<file path="src/rtl/spi_slave_rx.sv">
// SPI slave receiver (mode 0, MSB first): synchronizes the SPI pins into clk,
// deserializes DATA_W-bit words and hands them out through a valid/ready register.
module spi_slave_rx #(
    parameter int unsigned DATA_W = 8
) (
    input  logic              clk,
    input  logic              rst,
    input  logic              sclk,
    input  logic              cs,
    input  logic              mosi,
    input  logic              rx_ready,
    output logic [DATA_W-1:0] rx_data,
    output logic              rx_valid,
    output logic              overrun,
    output logic              frame_err,
    output logic              busy
);

    localparam int unsigned CNT_W = $clog2(DATA_W);
    localparam logic [CNT_W-1:0] LAST_BIT = CNT_W'(DATA_W - 1);

    typedef enum logic {
        IDLE  = 1'b0,
        SHIFT = 1'b1
    } state_t;

    state_t state_q, state_d;

    logic sclk_s1, sclk_s2, sclk_prev;
    logic cs_s1, cs_s2;
    logic mosi_s1, mosi_s2;
    logic sclk_rise_c;

    logic [CNT_W-1:0]  cnt_q;
    logic [DATA_W-1:0] shreg_q;
    logic              word_done_q;

    logic shift_en_c, word_done_c, frame_err_c, clear_c;

    // Pin synchronizers; cs idles deasserted so reset lands it high
    always_ff @(posedge clk or negedge rst) begin
        if (!rst) begin
            sclk_s1   <= 1'b0;
            sclk_s2   <= 1'b0;
            sclk_prev <= 1'b0;
            cs_s1     <= 1'b1;
            cs_s2     <= 1'b1;
            mosi_s1   <= 1'b0;
            mosi_s2   <= 1'b0;
        end else begin
            sclk_s1   <= sclk;
            sclk_s2   <= sclk_s1;
            sclk_prev <= sclk_s2;
            cs_s1     <= cs;
            cs_s2     <= cs_s1;
            mosi_s1   <= mosi;
            mosi_s2   <= mosi_s1;
        end
    end

    assign sclk_rise_c = sclk_s2 & ~sclk_prev;

    always_ff @(posedge clk or negedge rst) begin
        if (!rst) begin
            state_q <= IDLE;
        end else begin
            state_q <= state_d;
        end
    end

    always_comb begin
        state_d = state_q;
        case (state_q)
            IDLE:    if (!cs_s2) state_d = SHIFT;
            SHIFT:   if (cs_s2)  state_d = IDLE;
            default: state_d = IDLE;
        endcase
    end

    // A completing edge coincident with cs release still counts as a full word
    always_comb begin
        shift_en_c  = 1'b0;
        word_done_c = 1'b0;
        frame_err_c = 1'b0;
        clear_c     = 1'b0;
        case (state_q)
            IDLE: begin
                clear_c = 1'b1;
            end
            SHIFT: begin
                shift_en_c  = sclk_rise_c;
                word_done_c = sclk_rise_c && (cnt_q == LAST_BIT);
                frame_err_c = cs_s2 && (cnt_q != '0) && !word_done_c;
            end
            default: begin
                clear_c = 1'b1;
            end
        endcase
    end

    always_ff @(posedge clk or negedge rst) begin
        if (!rst) begin
            cnt_q       <= '0;
            shreg_q     <= '0;
            word_done_q <= 1'b0;
        end else begin
            word_done_q <= word_done_c;
            if (clear_c) begin
                cnt_q   <= '0;
                shreg_q <= '0;
            end else if (shift_en_c) begin
                shreg_q <= {shreg_q[DATA_W-2:0], mosi_s2};
                cnt_q   <= word_done_c ? '0 : cnt_q + CNT_W'(1);
            end
        end
    end

    // Output register: a full register with no consumer drops the new word
    always_ff @(posedge clk or negedge rst) begin
        if (!rst) begin
            rx_data   <= '0;
            rx_valid  <= 1'b0;
            overrun   <= 1'b0;
            frame_err <= 1'b0;
            busy      <= 1'b0;
        end else begin
            overrun   <= word_done_q && rx_valid && !rx_ready;
            frame_err <= frame_err_c;
            busy      <= (state_d == SHIFT);
            if (word_done_q && (!rx_valid || rx_ready)) begin
                rx_data  <= shreg_q;
                rx_valid <= 1'b1;
            end else if (rx_valid && rx_ready) begin
                rx_valid <= 1'b0;
            end
        end
    end

endmodule

</file>
<file path="config.mk">
export PLATFORM = sky130hd
export DESIGN_NAME = spi_slave_rx
export DESIGN_NICKNAME = d
export VERILOG_FILES = /design/src/rtl/spi_slave_rx.sv
export SDC_FILE = /design/constraint.sdc
export NUM_CORES = 1
export LEC_CHECK = 0
export CAP_MARGIN = 20
export CORE_MARGIN = 2
export CORE_UTILIZATION = 45
export CTS_CLUSTER_DIAMETER = 60
export CTS_CLUSTER_SIZE = 16
export DETAILED_ROUTE_END_ITERATION = 6
export PLACE_DENSITY = 0.66
export SKIP_LAST_GASP = 1
export SLEW_MARGIN = 20
export SYNTH_ARGS = -nofsm -noshare
export SYNTH_HDL_FRONTEND = slang
export SYNTH_SLANG_ARGS = --single-unit
</file>
<file path="constraint.sdc">
create_clock -name clk -period 2.2 [get_ports clk]
set_input_delay 0.33 -clock clk [delete_from_list [all_inputs] [get_ports clk]]
set_output_delay 0.33 -clock clk [all_outputs]
set_load 0.05 [all_outputs]
</file>
==> results.cfg <==
[run_status]
status = finished clean

[layout]
design_area_sq_um = 1510
diodes = 0
syn_to_final_growth_pct = 19.3
fillers = 240
drive_above_1_share_pct = 26.1
fin_nets = 123

[synthesis]
syn_nets = 101
synth.avg_cell_area_sq_um = 13.7
synth_seq_area_share_pct = 61.6
netlist_top_cells_area = dfrtp_1 57%, mux2_4 9.5%, a21boi_2 8.0%
yosysTopAreaCell = dfrtp_1
netlist_area_sq_um = 1260
synthCells = 92
ys_seq_elements = 31
ys_warn_count = 0
synth_top_area_share_pct = 57.5
synth.distinct_cells = 21

[timing]
fmax_mhz = 475
finalCritPeriodShare_pct = 95.7
tns_ns = 0
fin_worst_skew_ns = 0.00565
setup_viol = 0
hold_ws_ns = 0.358
setup_slack_ns = 0.0950
hold_violations = 0
rsz0062_at_grt = no
slew_viol_final = 0
worst_pin_slew_ns = 0.496
period_minus_slack_ns = 2.11
slew_headroom_pct = 66.9

[setup_path]
required_ns = 1.87
crit_path_end = busy
cp_data_arrival_time_ns = 1.78
crit_buf_inv = 1
path_class = reg2out
path_cells = clkdlybuf4s50_1
crit_family = buffers and inverters
r2r_slack_ns = 0.97
crit_slowest_cell = clkdlybuf4s50_1
crit_path_max_fanout = 14
ff2ff_path_depth = 4
startpoint = busy
setup.worst_path.start_class = flip-flop
critPathMaxStageDelay_ns = 0.88
critPathCaptureType = output port
r2r_start = cnt_q[0]
cp.depth = 1
r2r_end = cnt_q[2]

[routing]
vias = 726
ant_nets = 0
wire_per_inst_microns = 13.3
drc = 0
drt_iter0_markers = 10
wirelength_mm = 1.94
first_pass_iters = 4
avgViaCountPerCell = 4.97

[place]
finalWeightedCongestion = 0.696
place.port_buffers = 17
place_area_sq_um = 1460
dpl.hpwl_mm = 1.31
pre_cts_ws_ns = 0.458

[power_and_ir_drop]
clkPwrFrac_pct = 31.7
power_switching_mw = 0.216
seqPwrFrac_pct = 62.4
power_density_nw_per_um2 = 628
switching_share_pct = 22.8
p_int_mw = 0.730
comb_power_share_pct = 5.8
leakagePower_nw = 0.696
vdd_ir_drop_max_mv = 0.444

[worst_hold_path]
whs_path_depth = 0
hp-class = reg2reg

[cts]
ctsResizeCount = 0
cts_setup_buffers = 0
clk_path_buf_depth = 2
tritoncts = done
cts.sinks = 31
cts_made_buffers = 5
cts_hold_buf = 0
htreeDepth = 2
cts-root-buf = clkbuf_4
clkTransAtPathRegs_ns = 0.09
clkLatencyLatePin_ns = 0.32

[floorplanning]
ioPinCount = 18
fp.coreArea_sq_um = 2710
num_rows = 19
die_h_microns = 57.0
initial_core_util_pct = 46.6
die_width_microns = 57.0
die-area_sq_um = 3250

[global_routing]
grt_usage_pct = 14.3
grt_overflow = 0
grt_max_degree = 32
grt_pass1_vias = 769
grt_pass1_wl_mm = 3.44
antenna_found_initial = 0

[run]
cap_violations = 0
cells in the mapped netlist (all sizes together):
master and count:
dfrtp 29, nand2 22, a21boi 10, mux2 8, inv 5, ha 3
buf 2, dfstp 2, nand2b 2, nor2 2, nor2b 2, a221oi 1
and3 1, clkbuf 1, mux2i 1, nand3b 1
worst min-delay path by stage:
stage                     endpoint     from  slack, ns
after CTS                    cs_s2    cs_s1       0.36
after floorplan               busy      rst       0.03
final                      mosi_s2  mosi_s1       0.36
after global routing         cs_s2    cs_s1       0.37
after global placement     mosi_s2  mosi_s1       0.34
after detailed placement   sclk_s2  sclk_s1       0.34
routing by layer:
metal | up-vias | global-route usage (%) | wire (microns)
li1 | 343 | - | -
met1 | 356 | 17.6 | 811
met2 | 22 | 22.2 | 968
met3 | 5 | 4.99 | 120
met4 | 0 | 7.97 | 37
met5 | - | 0 | 0
per-stage QoR:
| stage | util [%] | total power [mW] | cells |
|---|---|---|---|
| floorplan | - | 0.631 | 92 |
| finish | 55.6 | 0.947 | 146 |
| global placement | 53.7 | 0.656 | 138 |
| global route | 55.6 | 0.996 | 146 |
| CTS | 55.6 | 0.964 | 146 |
| detailed placement | 53.7 | 0.658 | 138 |
power groups by stage:
stage	sequential (mW)	combinational (mW)	clock, mW
2_1_floorplan	0.605	0.0263	0
3_3_place_gp	0.602	0.0543	0
3_5_place_dp	0.602	0.0560	0
4_1_cts	0.591	0.0564	0.316
5_1_grt	0.593	0.0616	0.341
6_report	0.591	0.0551	0.300
sequential cells by signal, summed over array words and instances, names as in the netlist:
| register | flops |
|---|---|
| mosi_s1 | 1 |
| rx_valid | 1 |
| shreg_q | 8 |
| busy | 1 |
| mosi_s2 | 1 |
| sclk_s2 | 1 |
| cs_s2 | 1 |
| rx_data | 8 |
| sclk_prev | 1 |
| overrun | 1 |
| cnt_q | 3 |
| sclk_s1 | 1 |
| cs_s1 | 1 |
| word_done_q | 1 |
| frame_err | 1 |
logic make-up (layout without fill, tap and decap cells):
kind of cell | count (synthesis) | count (layout) | synth area share [%]
flip-flops | 31 | 31 | 61.6
AND/OR/NAND/NOR | 30 | 30 | 12.0
AO/OA/AOI/OAI | 11 | 11 | 9.81
multiplexers | 9 | 9 | 10.3
buffers and inverters | 8 | 31 | 3.27
adder cells (fa/ha/maj) | 3 | 3 | 2.97
placed cells by master (no fill, tap or decap):
cell type,count
dfrtp_1,29
nand2_1,21
clkdlybuf4s50_1,17
a21boi_2,9
mux2_4,8
inv_1,5
clkbuf_4,5
ha_1,3
nor2_1,2
clkbuf_1,2
dfstp_2,2
nor2b_4,1
and3_1,1
nand2b_4,1
a221oi_2,1
nand2_4,1
nand2b_1,1
nand3b_1,1
a21boi_1,1
mux2i_1,1
nor2b_1,1
clkinv_2,1
buf_4,1
area by class of cell:
type	instances	area, sq um	area share (%)
clock buffers	7	45.0	2.99
repair buffers	18	178	11.8
well taps	31	38.8	2.57
multi-input cells	53	443	29.4
inverters	5	18.8	1.25
flip-flops and latches	31	778	51.7
clock inverters	1	5.00	0.332
Power figures use the tool's default switching activity.
